===== src/rtl/alu_pkg.sv =====
// alu_pkg: shared function codes, FSM encoding and default width for the 64-bit ALU responder.
package alu_pkg;
  localparam int ALU_WIDTH = 64;
  localparam logic [1:0] ALU_ADD = 2'b00;
  localparam logic [1:0] ALU_SUB = 2'b01;
  localparam logic [1:0] ALU_AND = 2'b10;
  localparam logic [1:0] ALU_XOR = 2'b11;
  localparam logic [1:0] S_IDLE = 2'b00;
  localparam logic [1:0] S_EXEC = 2'b01;
  localparam logic [1:0] S_RESP = 2'b10;
endpackage


===== src/rtl/alu_core64.sv =====
// alu_core64: combinational add/sub/and/xor with Y86-style OF/ZF/SF flags.
module alu_core64
  import alu_pkg::*;
#(
  parameter int W = ALU_WIDTH
) (
  input  logic [W-1:0] a,
  input  logic [W-1:0] b,
  input  logic [1:0]   fn,
  output logic [W-1:0] y,
  output logic         of,
  output logic         zf,
  output logic         sf
);
  logic [W-1:0] sum, diff;
  assign sum  = a + b;
  assign diff = a - b;
  assign y  = fn == ALU_ADD ? sum :
              fn == ALU_SUB ? diff :
              fn == ALU_AND ? (a & b) : (a ^ b);
  // overflow only when the result sign disagrees with what same/opposite-signed operands allow
  assign of = fn == ALU_ADD ? (a[W-1] == b[W-1]) && (sum[W-1] != a[W-1]) :
              fn == ALU_SUB ? (a[W-1] != b[W-1]) && (diff[W-1] != a[W-1]) : 1'b0;
  assign zf = y == '0;
  assign sf = y[W-1];
endmodule


===== src/rtl/alu_resp64.sv =====
// alu_resp64: registered ALU responder; captures a request, computes one cycle later,
// holds the result until the consumer accepts it, then latches the condition codes.
module alu_resp64 #(
  parameter int WIDTH = alu_pkg::ALU_WIDTH
) (
  input  logic             clk,
  input  logic             rst,
  input  logic             req_valid,
  output logic             req_ready,
  input  logic [WIDTH-1:0] in1,
  input  logic [WIDTH-1:0] in2,
  input  logic [1:0]       alu_fn,
  output logic             rsp_valid,
  input  logic             rsp_ready,
  output logic [WIDTH-1:0] out,
  output logic             OF_FLAG,
  output logic             ZF_FLAG,
  output logic             SF_FLAG,
  output logic [2:0]       cc
);
  import alu_pkg::*;
  logic [1:0]       state;
  logic [WIDTH-1:0] a_q, b_q, y;
  logic [1:0]       fn_q;
  logic             of, zf, sf;
  alu_core64 #(.W(WIDTH)) u_core (
    .a(a_q), .b(b_q), .fn(fn_q), .y(y), .of(of), .zf(zf), .sf(sf)
  );
  assign req_ready = state == S_IDLE && !rst;
  assign rsp_valid = state == S_RESP;
  always_ff @(posedge clk or posedge rst) begin
    if (rst) begin
      state   <= S_IDLE;
      a_q     <= '0;
      b_q     <= '0;
      fn_q    <= ALU_ADD;
      out     <= '0;
      OF_FLAG <= 1'b0;
      ZF_FLAG <= 1'b0;
      SF_FLAG <= 1'b0;
      cc      <= 3'b000;
    end else if (state == S_IDLE) begin
      if (req_valid) begin
        a_q   <= in1;
        b_q   <= in2;
        fn_q  <= alu_fn;
        state <= S_EXEC;
      end
    end else if (state == S_EXEC) begin
      out     <= y;
      OF_FLAG <= of;
      ZF_FLAG <= zf;
      SF_FLAG <= sf;
      state   <= S_RESP;
    end else if (state == S_RESP) begin
      if (rsp_ready) begin
        cc    <= {ZF_FLAG, SF_FLAG, OF_FLAG};
        state <= S_IDLE;
      end
    end else begin
      state <= S_IDLE;
    end
  end
endmodule


===== config.mk =====
export PLATFORM = sky130hd
export DESIGN_NAME = alu_resp64
export DESIGN_NICKNAME = d
export VERILOG_FILES = /design/src/rtl/alu_pkg.sv /design/src/rtl/alu_core64.sv /design/src/rtl/alu_resp64.sv
export SDC_FILE = /design/constraint.sdc
export NUM_CORES = 1
export LEC_CHECK = 0
export BUFFER_PORTS_ARGS = -buffer_cell sky130_fd_sc_hd__buf_4
export CAP_MARGIN = 20
export CELL_PAD_IN_SITES_DETAIL_PLACEMENT = 1
export CELL_PAD_IN_SITES_GLOBAL_PLACEMENT = 1
export CORE_UTILIZATION = 40
export CTS_CLUSTER_SIZE = 20
export DETAILED_ROUTE_END_ITERATION = 7
export PLACE_DENSITY_LB_ADDON = 0.15
export SLEW_MARGIN = 20
export SYNTH_ARGS = -nofsm -noshare
export SYNTH_HDL_FRONTEND = slang
export SYNTH_SLANG_ARGS = --single-unit

===== constraint.sdc =====
create_clock -name clk -period 13.33 [get_ports clk]
set_clock_uncertainty 0.1 [all_clocks]
set_input_delay 1.333 -clock clk [delete_from_list [all_inputs] [get_ports clk]]
set_output_delay 1.333 -clock clk [all_outputs]
set_load 0.01 [all_outputs]

==> tab_implementation.tex, run 1 <==
\begin{tabular}{lr}
\hline
Metric & Value \\
\hline
\multicolumn{2}{l}{\textbf{Status}} \\
Outcome & finished, final reports clean \\
\multicolumn{2}{l}{\textbf{Route}} \\
Met3 Wirelength & 5525 um \\
Iteration count of the initial detailed-routing pass & 7 \\
Met1 wire length & 34,770 um \\
Highest routed layer & met4 \\
Vias post-DR & 19.10k \\
Number of design rule violations left after detail routing & 0 \\
Routed length per placed instance & 25.44 um \\
Final ANT Viol Nets & 0 \\
DRT Wirelength & 76,820 um \\
Met2 routed WL & 34,300 um \\
1st-iter DRT viols & 1,476 \\
Per-cell via count in the routed design & 6.328 \\
\multicolumn{2}{l}{\textbf{Synthesis}} \\
Synthesized Nets & 2,563 \\
Post-synthesis sequential element count & 201 \\
Number of synthesized flops with an enable pin & 0 \\
Main synth FF type & sky130\_fd\_sc\_hd\_\_dfrtp\_1 \\
Cell area after synthesis & 17,980 sq um \\
Cell count after synthesis & 2,299 \\
Proportion of synthesized flip-flops having asynchronous set or reset & 100.0\% \\
Fraction of post-synthesis cell area in the top cell type by area & 27.97\% \\
Synth top area cells & sky130\_fd\_sc\_hd\_\_dfrtp\_1 28\%, sky130\_fd\_sc\_hd\_\_ha\_1 8.9\%, sky130\_fd\_sc\_hd\_\_o21ai\_0 5.8\% \\
Sequential cell area fraction in the yosys report & 27.97\% \\
Adder-cell share of the synthesized area & 9.129\% \\
Post-synthesis mux area share & 6.638\% \\
Synth Warn \# & 0 \\
Synth Area in Compound Gates & 28.00\% \\
Combinational family with the most area after synthesis & compound AO/OA/AOI/OAI gates \\
Synthesized area per cell & 7.822 sq um \\
Library cell with the largest summed area after synthesis & sky130\_fd\_sc\_hd\_\_dfrtp\_1 \\
Xor/xnor cell area share of the yosys netlist & 1.023\% \\
Count of unique library cells instantiated by Yosys & 93 \\
Simple-gate portion of the synthesized area & 21.13\% \\
\multicolumn{2}{l}{\textbf{Critical path}} \\
Data required time at the worst endpoint & 13.72 ns \\
CP max FO & 18 \\
Worst path slowest cell & sky130\_fd\_sc\_hd\_\_a2111oi\_2 \\
Critical path class & reg2reg \\
Category of cells accounting for the largest share of critical-path delay & compound AO/OA/AOI/OAI gates \\
Launching element type of the critical path & register \\
Worst path cell trace & ha\_1 > nand4\_1 > or3\_1 > nand2b\_1 > a2111oi\_2 > o211ai\_1 > a2111o\_1 > nand3\_1 > a211oi\_1 > xnor2\_1 > a2111oi\_0 > and4\_1 > nand4b\_1 > nand2\_1 \\
Stage delay of the slowest cell on the critical path & 0.71 ns \\
Buf/Inv on CP & 0 \\
Kind of capture point of the worst setup path & register \\
Worst path arrival time & 5.90 ns \\
\multicolumn{2}{l}{\textbf{Clock network}} \\
CTS HTree Levels & 1 \\
\# Post-CTS Setup Buffers & 0 \\
Maximum count of clock buffers along a single path & 3 \\
Root buffer cell & sky130\_fd\_sc\_hd\_\_clkbuf\_16 \\
CTS tree & built \\
Resize count post-CTS & 0 \\
Sink Count & 201 \\
Clock edge transition at the registers on the reported setup and hold paths & 0.06 ns \\
Clock buffer count from CTS & 25 \\
Cts hold-fix bufs & 0 \\
Source-to-sink clock delay at the later pin of the worst-skew pair & 0.56 ns \\
\multicolumn{2}{l}{\textbf{STA}} \\
Slew @ Worst Pin & 1.111 ns \\
Number of hold violations in the final report & 0 \\
Post-route setup TNS & 0 ns \\
Setup repair after global routing missed its margin & no \\
Least setup slack across all paths after layout & 7.824 ns \\
Worst slew margin relative to its limit & 25.88\% \\
Minimum clock period & 5.506 ns \\
Fin. max-slew vios & 0 \\
Maximum clock frequency & 181.6 MHz \\
Final Setup Violations & 0 \\
Final worst path period share & 41.30\% \\
\multicolumn{2}{l}{\textbf{Placed design}} \\
Final weighted congestion in routability-driven placement & 0.9932 \\
\# placed instances & 2,972 \\
Input/output buffers & 205 \\
Worst slack, placed & 7.931 ns \\
Area post-placement & 19,880 sq um \\
Detailed placement HPWL & 58,540 um \\
\multicolumn{2}{l}{\textbf{Flow run}} \\
Maximum Capacitance Violations & 0 \\
\multicolumn{2}{l}{\textbf{Floorplanning}} \\
Horizontal die dimension & 214.0 um \\
Initial core utilization & 40.58\% \\
Die outline height & 214.0 um \\
Total Die Area & 45,810 sq um \\
IO Count & 206 \\
Row cnt & 77 \\
Std-Cell Core Area & 44,320 sq um \\
\multicolumn{2}{l}{\textbf{Finish}} \\
Net count of the finished layout & 2,671 \\
Post-route cell area & 20,700 sq um \\
Non-filler instance count after layout & 3,019 \\
Share of layout cells above drive strength 1 & 16.74\% \\
Layout overhead on the synthesized area & 15.11\% \\
Count of filler cells inserted in the layout & 5,421 \\
\multicolumn{2}{l}{\textbf{GRT}} \\
Number of global-route vias before repair & 19.52k \\
Leftover overflow at the end of global routing & 0 \\
Largest net degree at the start of global routing & 134 \\
Tot GR Track Use & 32.89\% \\
First-pass GRT wire length & 118,800 um \\
Number of antenna violations at the first check in global routing & 3 \\
\multicolumn{2}{l}{\textbf{Worst hold path}} \\
Worst Hold Class & reg2reg \\
\hline
\end{tabular}
-- metal layers --
layer  vias to the layer above  track usage (%)
met5                         -                0
met4                         0            9.329
met3                       127            4.596
met2                       757            52.01
met1                      9556            46.54
li1                       8663                -
-- cell families after synthesis --
family,Yosys count
muxes,108
DFF,201
buffers and inverters,285
adders and majority gates,130
and+or+nand+nor,791
xor gates and xnor gates,21
AOI/OAI and AO/OA,763
-- Yosys cell counts (20+ instances only) --
library cell,n
sky130_fd_sc_hd__a211oi_1,20
sky130_fd_sc_hd__a21oi_1,180
sky130_fd_sc_hd__buf_2,20
sky130_fd_sc_hd__clkbuf_1,115
sky130_fd_sc_hd__dfrtp_1,201
sky130_fd_sc_hd__ha_1,128
sky130_fd_sc_hd__inv_1,129
sky130_fd_sc_hd__mux2_2,80
sky130_fd_sc_hd__mux2i_1,27
sky130_fd_sc_hd__nand2_1,270
sky130_fd_sc_hd__nand3_1,46
sky130_fd_sc_hd__nand4_1,56
sky130_fd_sc_hd__nor2_1,184
sky130_fd_sc_hd__nor2b_1,31
sky130_fd_sc_hd__nor3_1,60
sky130_fd_sc_hd__nor4_1,32
sky130_fd_sc_hd__o211ai_1,30
sky130_fd_sc_hd__o21a_1,21
sky130_fd_sc_hd__o21ai_0,210
sky130_fd_sc_hd__o31ai_1,40
-- layout make-up --
| cell class | instances | area [sq um] | area share [%] |
|---|---|---|---|
| Inverter | 139 | 529.3 | 2.557 |
| Antenna cell | 1 | 2.502 | 0.01209 |
| Clock inverter | 10 | 60.06 | 0.2902 |
| Multi-Input combinational cell | 1813 | 11880 | 57.40 |
| Sequential cell | 201 | 5035 | 24.32 |
| Clock buffer | 36 | 747.0 | 3.609 |
| Timing Repair Buffer | 227 | 1704 | 8.233 |
| Tap cell | 592 | 740.7 | 3.579 |
-- tightest hold or removal path, stage by stage (launching register included) --
cell	delay, ns
sky130_fd_sc_hd__dfrtp_1	0.34
sky130_fd_sc_hd__nand2_1	0.05
sky130_fd_sc_hd__o21ai_0	0.06
-- sequential cells by signal (all words and copies together) (netlist names) --
name,cells
OF_FLAG,1
ZF_FLAG,1
a_q,64
b_q,64
cc,3
fn_q,2
out,64
state,2
-- per-stage QoR --
step | util (%) | hold WS, ns
after floorplan | - | 0.3849
after global placement | 44.86 | 0.3649
after detailed placement | 44.86 | 0.3733
after CTS | 46.69 | 0.3860
after global routing | 46.70 | 0.4157
final | 46.71 | 0.3794
-- cell usage in the layout (no fill, tap or decap), types with 12 or more instances in the layout --
cell and instances:
sky130_fd_sc_hd__nand2_1 270, sky130_fd_sc_hd__buf_4 227, sky130_fd_sc_hd__o21ai_0 210, sky130_fd_sc_hd__dfrtp_1 199
sky130_fd_sc_hd__nor2_1 182, sky130_fd_sc_hd__a21oi_1 180, sky130_fd_sc_hd__inv_1 128, sky130_fd_sc_hd__ha_1 128
sky130_fd_sc_hd__mux2_2 80, sky130_fd_sc_hd__nor3_1 60, sky130_fd_sc_hd__nand4_1 56, sky130_fd_sc_hd__nand3_1 46
sky130_fd_sc_hd__o31ai_1 40, sky130_fd_sc_hd__nor4_1 31, sky130_fd_sc_hd__nor2b_1 30, sky130_fd_sc_hd__o211ai_1 30
sky130_fd_sc_hd__mux2i_1 27, sky130_fd_sc_hd__clkbuf_16 25, sky130_fd_sc_hd__o21a_1 21, sky130_fd_sc_hd__a211oi_1 20
sky130_fd_sc_hd__a31oi_1 19, sky130_fd_sc_hd__xnor2_1 19, sky130_fd_sc_hd__nand2b_1 17, sky130_fd_sc_hd__o21bai_1 17
sky130_fd_sc_hd__o31a_1 17, sky130_fd_sc_hd__and3_1 17, sky130_fd_sc_hd__o21ai_1 16, sky130_fd_sc_hd__a21o_1 16
sky130_fd_sc_hd__or3_1 15, sky130_fd_sc_hd__and2_1 15, sky130_fd_sc_hd__a311oi_1 14, sky130_fd_sc_hd__o2111ai_1 12
-- path summary, 6_finish.rpt --
path                                            end                 from  slack, ns  cells past startpoint
worst max register to register  ZF_FLAG$_DFFE_PP0P_  a_q[35]$_DFFE_PP0P_       7.82                     14
max in group asynchronous       fn_q[0]$_DFFE_PP0P_                  rst      10.79                      3
min in group asynchronous         cc[1]$_DFFE_PP0P_                  rst       0.78                      2
worst min register to register  out[31]$_DFFE_PP0P_  out[31]$_DFFE_PP0P_       0.38                      2
worst min-delay path            out[31]$_DFFE_PP0P_  out[31]$_DFFE_PP0P_       0.38                      2
worst max-delay path            ZF_FLAG$_DFFE_PP0P_  a_q[35]$_DFFE_PP0P_       7.82                     14
Power of run 1 is left out: the tool's default activity adds up to more than one toggle a clock period on the data nets, which glitch-free logic cannot reach.
==> run 2: changes to the inputs <==
--- a/config.mk
+++ b/config.mk
@@ -5,6 +5,7 @@
 export SDC_FILE = /design/constraint.sdc
 export NUM_CORES = 1
 export LEC_CHECK = 0
+export ABC_AREA = 1
 export BUFFER_PORTS_ARGS = -buffer_cell sky130_fd_sc_hd__buf_4
 export CAP_MARGIN = 20
 export CELL_PAD_IN_SITES_DETAIL_PLACEMENT = 1
==> constraint.sdc (replaced) <==
create_clock -name clk -period 5.5 [get_ports clk]
set_clock_uncertainty 0.1 [all_clocks]
set_input_delay 0.55 -clock clk [delete_from_list [all_inputs] [get_ports clk]]
set_output_delay 0.55 -clock clk [all_outputs]
set_load 0.01 [all_outputs]
==> tab_implementation.tex, run 2 <==
\begin{tabular}{lr}
\hline
Metric & Value \\
\hline
\multicolumn{2}{l}{\textbf{Finish}} \\
Final core occ & 45.82\% (-0.89 points) \\
Most used cells in the layout excluding fill and tap cells & 1,436 x sky130\_fd\_sc\_hd\_\_nand2\_1, 672 x sky130\_fd\_sc\_hd\_\_inv\_1, 282 x sky130\_fd\_sc\_hd\_\_nor2\_1, 219 x sky130\_fd\_sc\_hd\_\_buf\_4, 208 x sky130\_fd\_sc\_hd\_\_o21ai\_0 \\
Count of filler cells inserted in the layout & 7,361 (+36\%) \\
Registers with the most flip-flops & a\_q x64, b\_q x64, out x64 \\
Most common cell after layout, fill and taps aside & sky130\_fd\_sc\_hd\_\_nand2\_1 \\
Share of layout cells above drive strength 1 & 8.467\% (-8.3 points) \\
Net count of the finished layout & 4,050 (+52\%) \\
Layout overhead on the synthesized area & 12.58\% \\
Area occupied by multi-input gates & 12,710 sq um (+7.0\%) \\
Seq. cell area & 5030 sq um (about the same) \\
\multicolumn{2}{l}{\textbf{Clock network}} \\
Root buffer cell & sky130\_fd\_sc\_hd\_\_clkbuf\_16 \\
Resize count post-CTS & 0 (unchanged) \\
Clock buffer count from CTS & 24 (-4.0\%) \\
\# Post-CTS Setup Buffers & 0 (unchanged) \\
Source-to-sink clock delay at the later pin of the worst-skew pair & 0.56 ns (about the same) \\
CTS tree & built \\
CTS HTree Levels & 1 (unchanged) \\
Sink Count & 201 (unchanged) \\
Maximum count of clock buffers along a single path & 3 (unchanged) \\
Clock edge transition at the registers on the reported setup and hold paths & 0.06 ns (about the same) \\
Cts hold-fix bufs & 0 (unchanged) \\
\multicolumn{2}{l}{\textbf{GRT}} \\
Leftover overflow at the end of global routing & 0 (unchanged) \\
Number of global-route vias before repair & 23.58k (+21\%) \\
Largest net degree at the start of global routing & 105 (-22\%) \\
First-pass GRT wire length & 147,400 um (+24\%) \\
Number of antenna violations at the first check in global routing & 0 (-3) \\
Tot GR Track Use & 37.05\% (+4.2 points) \\
\multicolumn{2}{l}{\textbf{STA}} \\
Maximum clock frequency & 236.0 MHz (+30\%) \\
Minimum clock period & 4.236 ns (-1.269 ns) \\
Final Setup Violations & 0 (unchanged) \\
Setup repair after global routing missed its margin & no \\
Number of hold violations in the final report & 0 (unchanged) \\
Worst slew margin relative to its limit & 30.85\% (+5.0 points) \\
Post-route setup TNS & 0 ns (unchanged) \\
Slew @ Worst Pin & 1.028 ns (-0.08278 ns) \\
Final worst path period share & 77.03\% (+36 points) \\
Fin. max-slew vios & 0 (unchanged) \\
\multicolumn{2}{l}{\textbf{Synthesis}} \\
Synthesized Nets & 3,930 (+53\%) \\
Proportion of synthesized flip-flops having asynchronous set or reset & 100.0\% (unchanged) \\
Cell count after synthesis & 3,666 (+59\%) \\
Fraction of post-synthesis cell area in the top cell type by area & 25.73\% (-2.2 points) \\
Leading cell type by number of instances after synthesis & sky130\_fd\_sc\_hd\_\_nand2\_1 \\
Synthesized area per cell & 5.718 sq um (-27\%) \\
Post-synthesis sequential element count & 201 (unchanged) \\
Cell area after synthesis & 20,960 sq um (+17\%) \\
Number of synthesized flops with an enable pin & 0 (unchanged) \\
Synth Warn \# & 0 (unchanged) \\
Synth top area cells & sky130\_fd\_sc\_hd\_\_nand2\_1 26\%, sky130\_fd\_sc\_hd\_\_dfrtp\_1 24\%, sky130\_fd\_sc\_hd\_\_inv\_1 12\% \\
Count of unique library cells instantiated by Yosys & 47 (-49\%) \\
Library cell with the largest summed area after synthesis & sky130\_fd\_sc\_hd\_\_nand2\_1 \\
Sequential cell area fraction in the yosys report & 23.99\% (-4.0 points) \\
Leading cell types by count after synthesis & 1,437 x sky130\_fd\_sc\_hd\_\_nand2\_1, 674 x sky130\_fd\_sc\_hd\_\_inv\_1, 283 x sky130\_fd\_sc\_hd\_\_nor2\_1 \\
Main synth FF type & sky130\_fd\_sc\_hd\_\_dfrtp\_1 \\
\multicolumn{2}{l}{\textbf{Critical path}} \\
Data required time at the worst endpoint & 5.89 ns (-7.83 ns) \\
Critical path class & reg2reg \\
Launching element type of the critical path & register \\
CP max FO & 35 (+17) \\
Kind of capture point of the worst setup path & register \\
Worst path arrival time & 4.62 ns (-1.28 ns) \\
Launching element of the worst setup path & fn\_q[1]\$\_DFFE\_PP0P\_ \\
Worst reg2reg path startpoint & fn\_q[1]\$\_DFFE\_PP0P\_ \\
\multicolumn{2}{l}{\textbf{Placed design}} \\
Input/output buffers & 205 (unchanged) \\
Final weighted congestion in routability-driven placement & 0.9987 (+0.55\%) \\
Detailed placement HPWL & 82,440 um (+41\%) \\
\multicolumn{2}{l}{\textbf{Floorplanning}} \\
Total Die Area & 53,330 sq um (+16\%) \\
Horizontal die dimension & 230.9 um (+7.9\%) \\
Std-Cell Core Area & 51,510 sq um (+16\%) \\
Die outline height & 230.9 um (+7.9\%) \\
Initial core utilization & 40.70\% (+0.12 points) \\
IO Count & 206 (unchanged) \\
Row cnt & 83 (+7.8\%) \\
\multicolumn{2}{l}{\textbf{Status}} \\
Outcome & finished, final reports clean \\
\multicolumn{2}{l}{\textbf{Route}} \\
Iteration count of the initial detailed-routing pass & 5 (-2) \\
Number of design rule violations left after detail routing & 0 (unchanged) \\
Final ANT Viol Nets & 0 (unchanged) \\
Vias post-DR & 24.13k (+26\%) \\
Per-cell via count in the routed design & 5.382 (-15\%) \\
Routed length per placed instance & 22.14 um (-13\%) \\
DRT Wirelength & 99,270 um (+29\%) \\
1st-iter DRT viols & 2,219 (+50\%) \\
\multicolumn{2}{l}{\textbf{Worst hold path}} \\
Worst Hold Class & in2async \\
\multicolumn{2}{l}{\textbf{Flow run}} \\
Maximum Capacitance Violations & 0 (unchanged) \\
\hline
\end{tabular}
[run 2: kinds of logic (layout without fill, tap and decap cells)]
family	Yosys count	after routing	synth area share [%]
simple gates	2018	2018	38.88
fa+ha+maj	130	130	7.831
compound gates	480	480	12.59
buf+inv	808	945	15.43
mux	9	9	0.4476
other cells	0	1	0
xor+xnor	20	20	0.8356
flops	201	201	23.99
[run 2: metal layers]
metal  part of all wire (%)  GRT usage, %
met3                    9.1         6.942
met4                    2.1         7.430
met5                      0             0
met2                     41         54.19
met1                     48         55.85
[run 2: final cells by class]
type                    count  area share, %
well taps                 680          3.605
clock inverters             8         0.4400
clock buffers              35          2.847
inverters                 682          10.88
multi-input cells        2657          53.85
diodes                      1        0.01060
flip-flops and latches    201          21.31
repair buffers            220          7.051
[run 2: final timing paths]
kind / end / slack (ns) / depth (start not counted)
min reg2reg: out[1]$_DFFE_PP0P_ / 0.39 / 2
max: ZF_FLAG$_DFFE_PP0P_ / 1.26 / 14
max reg2reg: ZF_FLAG$_DFFE_PP0P_ / 1.26 / 14
min in group clk: a_q[6]$_DFFE_PP0P_ / 0.09 / 3
max in group asynchronous: a_q[38]$_DFFE_PP0P_ / 3.97 / 4
min: out[27]$_DFFE_PP0P_ / 0.08 / 3
[run 2: worst max-delay path: stages, from the launching register on]
cell and delay, ns:
sky130_fd_sc_hd__dfrtp_1 0.46, sky130_fd_sc_hd__inv_2 0.24, sky130_fd_sc_hd__nor2_8 0.57, sky130_fd_sc_hd__inv_2 0.44, sky130_fd_sc_hd__nand2_4 0.46, sky130_fd_sc_hd__inv_2 0.42, sky130_fd_sc_hd__a22oi_2 0.24, sky130_fd_sc_hd__o21ai_0 0.12
sky130_fd_sc_hd__a21oi_1 0.20, sky130_fd_sc_hd__nand3b_1 0.11, sky130_fd_sc_hd__nor3_1 0.27, sky130_fd_sc_hd__nand3_1 0.20, sky130_fd_sc_hd__nor2_1 0.16, sky130_fd_sc_hd__nand3_1 0.08, sky130_fd_sc_hd__nand2_1 0.07
[run 2: per-stage QoR]
step / area [sq um] / hold WS, ns / instances / setup slack [ns]
2_1_floorplan: 20970 / 0.3528 / 3666 / 2.248
3_3_place_gp: 22820 / 0.3652 / 4440 / 1.403
3_5_place_dp: 22820 / 0.3738 / 4440 / 1.324
4_1_cts: 23600 / 0.06850 / 4483 / 1.251
5_1_grt: 23600 / 0.08304 / 4483 / 1.029
6_report: 23600 / 0.07706 / 4484 / 1.264
Power of run 2 is left out for the same reason.
==> run 3: changes to the inputs <==
==> constraint.sdc (replaced) <==
create_clock -name clk -period 4.4 [get_ports clk]
set_clock_uncertainty 0.1 [all_clocks]
set_input_delay 0.44 -clock clk [delete_from_list [all_inputs] [get_ports clk]]
set_output_delay 0.44 -clock clk [all_outputs]
set_load 0.01 [all_outputs]
==> tab_implementation.tex, run 3 (synthesized netlist as in run 2, its figures left out) <==
\begin{tabular}{lr}
\hline
Metric & Value \\
\hline
\multicolumn{2}{l}{\textbf{Clock network}} \\
CTS tree & built \\
Maximum count of clock buffers along a single path & 3 (unchanged) \\
CTS HTree Levels & 1 (unchanged) \\
\# Post-CTS Setup Buffers & 0 (unchanged) \\
Sink Count & 201 (unchanged) \\
Root buffer cell & sky130\_fd\_sc\_hd\_\_clkbuf\_16 \\
Source-to-sink clock delay at the later pin of the worst-skew pair & 0.56 ns (about the same) \\
Clock edge transition at the registers on the reported setup and hold paths & 0.06 ns (about the same) \\
Resize count post-CTS & 0 (unchanged) \\
Clock buffer count from CTS & 24 (unchanged) \\
\multicolumn{2}{l}{\textbf{Critical path}} \\
Launching element type of the critical path & register \\
Worst path arrival time & 4.56 ns (-0.06 ns) \\
Data required time at the worst endpoint & 4.78 ns (-1.11 ns) \\
Critical path class & reg2reg \\
Kind of capture point of the worst setup path & register \\
Setup slack, reg-to-reg & 0.23 ns (-1.04 ns) \\
CP max FO & 18 (-49\%) \\
\multicolumn{2}{l}{\textbf{Finish}} \\
Most common cell after layout, fill and taps aside & sky130\_fd\_sc\_hd\_\_nand2\_1 \\
Count of filler cells inserted in the layout & 7,282 (-1.1\%) \\
Layout overhead on the synthesized area & 17.89\% \\
Registers with the most flip-flops & a\_q x64, b\_q x64, out x64 \\
Share of layout cells above drive strength 1 & 8.728\% (+0.26 points) \\
Most used cells in the layout excluding fill and tap cells & 1,436 x sky130\_fd\_sc\_hd\_\_nand2\_1, 672 x sky130\_fd\_sc\_hd\_\_inv\_1, 282 x sky130\_fd\_sc\_hd\_\_nor2\_1, 230 x sky130\_fd\_sc\_hd\_\_buf\_4, 208 x sky130\_fd\_sc\_hd\_\_o21ai\_0 \\
Non-filler instance count after layout & 4,587 (+2.3\%) \\
ANT cells & 0 (-1) \\
Net count of the finished layout & 4,156 (+2.6\%) \\
\multicolumn{2}{l}{\textbf{Floorplanning}} \\
Std-Cell Core Area & 51,510 sq um (unchanged) \\
Horizontal die dimension & 230.9 um (unchanged) \\
IO Count & 206 (unchanged) \\
Die outline height & 230.9 um (unchanged) \\
Initial core utilization & 40.70\% (unchanged) \\
Row cnt & 83 (unchanged) \\
Total Die Area & 53,330 sq um (unchanged) \\
\multicolumn{2}{l}{\textbf{STA}} \\
Fin. max-slew vios & 0 (unchanged) \\
Slew @ Worst Pin & 1.071 ns (+0.04294 ns) \\
Worst slew margin relative to its limit & 27.87\% (-3.0 points) \\
Final worst path period share & 94.87\% (+18 points) \\
Number of hold violations in the final report & 0 (unchanged) \\
Setup repair after global routing missed its margin & no \\
Final Setup Violations & 0 (unchanged) \\
Minimum clock period & 4.174 ns (-0.06234 ns) \\
Post-route setup TNS & 0 ns (unchanged) \\
Maximum clock frequency & 239.6 MHz (+1.5\%) \\
\multicolumn{2}{l}{\textbf{Flow run}} \\
Maximum Capacitance Violations & 0 (unchanged) \\
\multicolumn{2}{l}{\textbf{GRT}} \\
Number of antenna violations at the first check in global routing & 1 (+1) \\
Largest net degree at the start of global routing & 117 (+11\%) \\
Tot GR Track Use & 38.41\% (+1.4 points) \\
Leftover overflow at the end of global routing & 0 (unchanged) \\
Number of global-route vias before repair & 24.63k (+4.5\%) \\
First-pass GRT wire length & 153,700 um (+4.3\%) \\
\multicolumn{2}{l}{\textbf{Route}} \\
Final ANT Viol Nets & 0 (unchanged) \\
Number of design rule violations left after detail routing & 0 (unchanged) \\
1st-iter DRT viols & 2,397 (+8.0\%) \\
Per-cell via count in the routed design & 5.417 (+0.66\%) \\
DRT Wirelength & 103,600 um (+4.4\%) \\
Vias post-DR & 24.85k (+3.0\%) \\
Iteration count of the initial detailed-routing pass & 5 (unchanged) \\
Routed length per placed instance & 22.58 um (+2.0\%) \\
\multicolumn{2}{l}{\textbf{Placed design}} \\
Final weighted congestion in routability-driven placement & 1.042 (+4.4\%) \\
Detailed placement HPWL & 81,700 um (-0.90\%) \\
\# placed instances & 4,453 (+0.29\%) \\
Input/output buffers & 205 (unchanged) \\
\multicolumn{2}{l}{\textbf{Worst hold path}} \\
Worst Hold Class & in2reg \\
\multicolumn{2}{l}{\textbf{Status}} \\
Outcome & finished, final reports clean \\
\hline
\end{tabular}
[run 3: cell count changes in the layout (fill, tap and decap cells not counted)]
cell,delta
sky130_fd_sc_hd__clkbuf_1,-7
sky130_fd_sc_hd__buf_4,+11
sky130_fd_sc_hd__dlygate4sd3_1,+92
sky130_fd_sc_hd__clkinv_8,-1
sky130_fd_sc_hd__clkinv_2,-1
sky130_fd_sc_hd__diode_2,-1
sky130_fd_sc_hd__clkbuf_16,+1
sky130_fd_sc_hd__nor2_4,+1
sky130_fd_sc_hd__buf_12,+2
sky130_fd_sc_hd__clkbuf_8,+6
[run 3: layout make-up]
| type | instances | area [sq um] | share of cell area (%) |
|---|---|---|---|
| multi-input combinational | 2658 | 12720 | 51.47 |
| sequential | 201 | 5030 | 20.35 |
| timing repair buffer | 325 | 2708 | 10.96 |
| inverter | 682 | 2569 | 10.39 |
| tap | 680 | 850.8 | 3.443 |
| clock buffer | 35 | 753.2 | 3.048 |
| clock inverter | 6 | 82.58 | 0.3341 |
[run 3: path summary, 6_finish.rpt]
kind | from | cells past startpoint | endpoint
worst max-delay path | fn_q[1]$_DFFE_PP0P_ | 15 | ZF_FLAG$_DFFE_PP0P_
min in group asynchronous | rst | 3 | out[22]$_DFFE_PP0P_
worst min register to register | out[57]$_DFFE_PP0P_ | 2 | out[57]$_DFFE_PP0P_
worst min-delay path | in2[7] | 3 | b_q[7]$_DFFE_PP0P_
worst max register to register | fn_q[1]$_DFFE_PP0P_ | 15 | ZF_FLAG$_DFFE_PP0P_
max in group asynchronous | rst | 4 | b_q[35]$_DFFE_PP0P_
[run 3: worst max-delay path, stage by stage (launching register included)]
cell and delay [ns]:
sky130_fd_sc_hd__dfrtp_1 0.57, sky130_fd_sc_hd__inv_2 0.37, sky130_fd_sc_hd__nor2_8 0.50, sky130_fd_sc_hd__inv_2 0.11
sky130_fd_sc_hd__nand2_4 0.27, sky130_fd_sc_hd__buf_4 0.30, sky130_fd_sc_hd__o22ai_1 0.10, sky130_fd_sc_hd__o21ai_0 0.87
sky130_fd_sc_hd__nand2_1 0.14, sky130_fd_sc_hd__nor2_1 0.16, sky130_fd_sc_hd__nand3_1 0.10, sky130_fd_sc_hd__nor2_1 0.14
sky130_fd_sc_hd__nand2_1 0.11, sky130_fd_sc_hd__nor2_1 0.12, sky130_fd_sc_hd__nand3_1 0.08, sky130_fd_sc_hd__nand2_1 0.06
[run 3: timing repair]
| item | 4_1_cts | 5_1_grt |
|---|---|---|
| setup endpoints to repair | 0 | 1 |
| hold buffers | 92 | 0 |
| endpoints found under the hold margin | 123 | 0 |
[run 3: routing by layer]
layer / global-route usage [%] / share of wire [%] / up-vias
met1: 55.86 / 47 / 12089
met3: 7.016 / 8.5 / 108
li1: - / - / 11659
met4: 8.568 / 2.3 / 0
met5: 0 / 0 / -
met2: 58.42 / 42 / 993
[run 3: metrics by stage]
step | utilization, % | hold slack [ns] | instance area [sq um] | setup slack, ns
floorplan | - | 0.3528 | 20970 | 1.258
global placement | 44.55 | 0.3691 | 22950 | 0.2062
detailed placement | 44.55 | 0.3742 | 22950 | 0.2685
CTS | 47.96 | 0.0001260 | 24700 | 0.2498
global route | 47.98 | 0.0007807 | 24710 | 0.1981
finish | 47.98 | 0.006253 | 24710 | 0.2258
Power of run 3 is left out for the same reason.
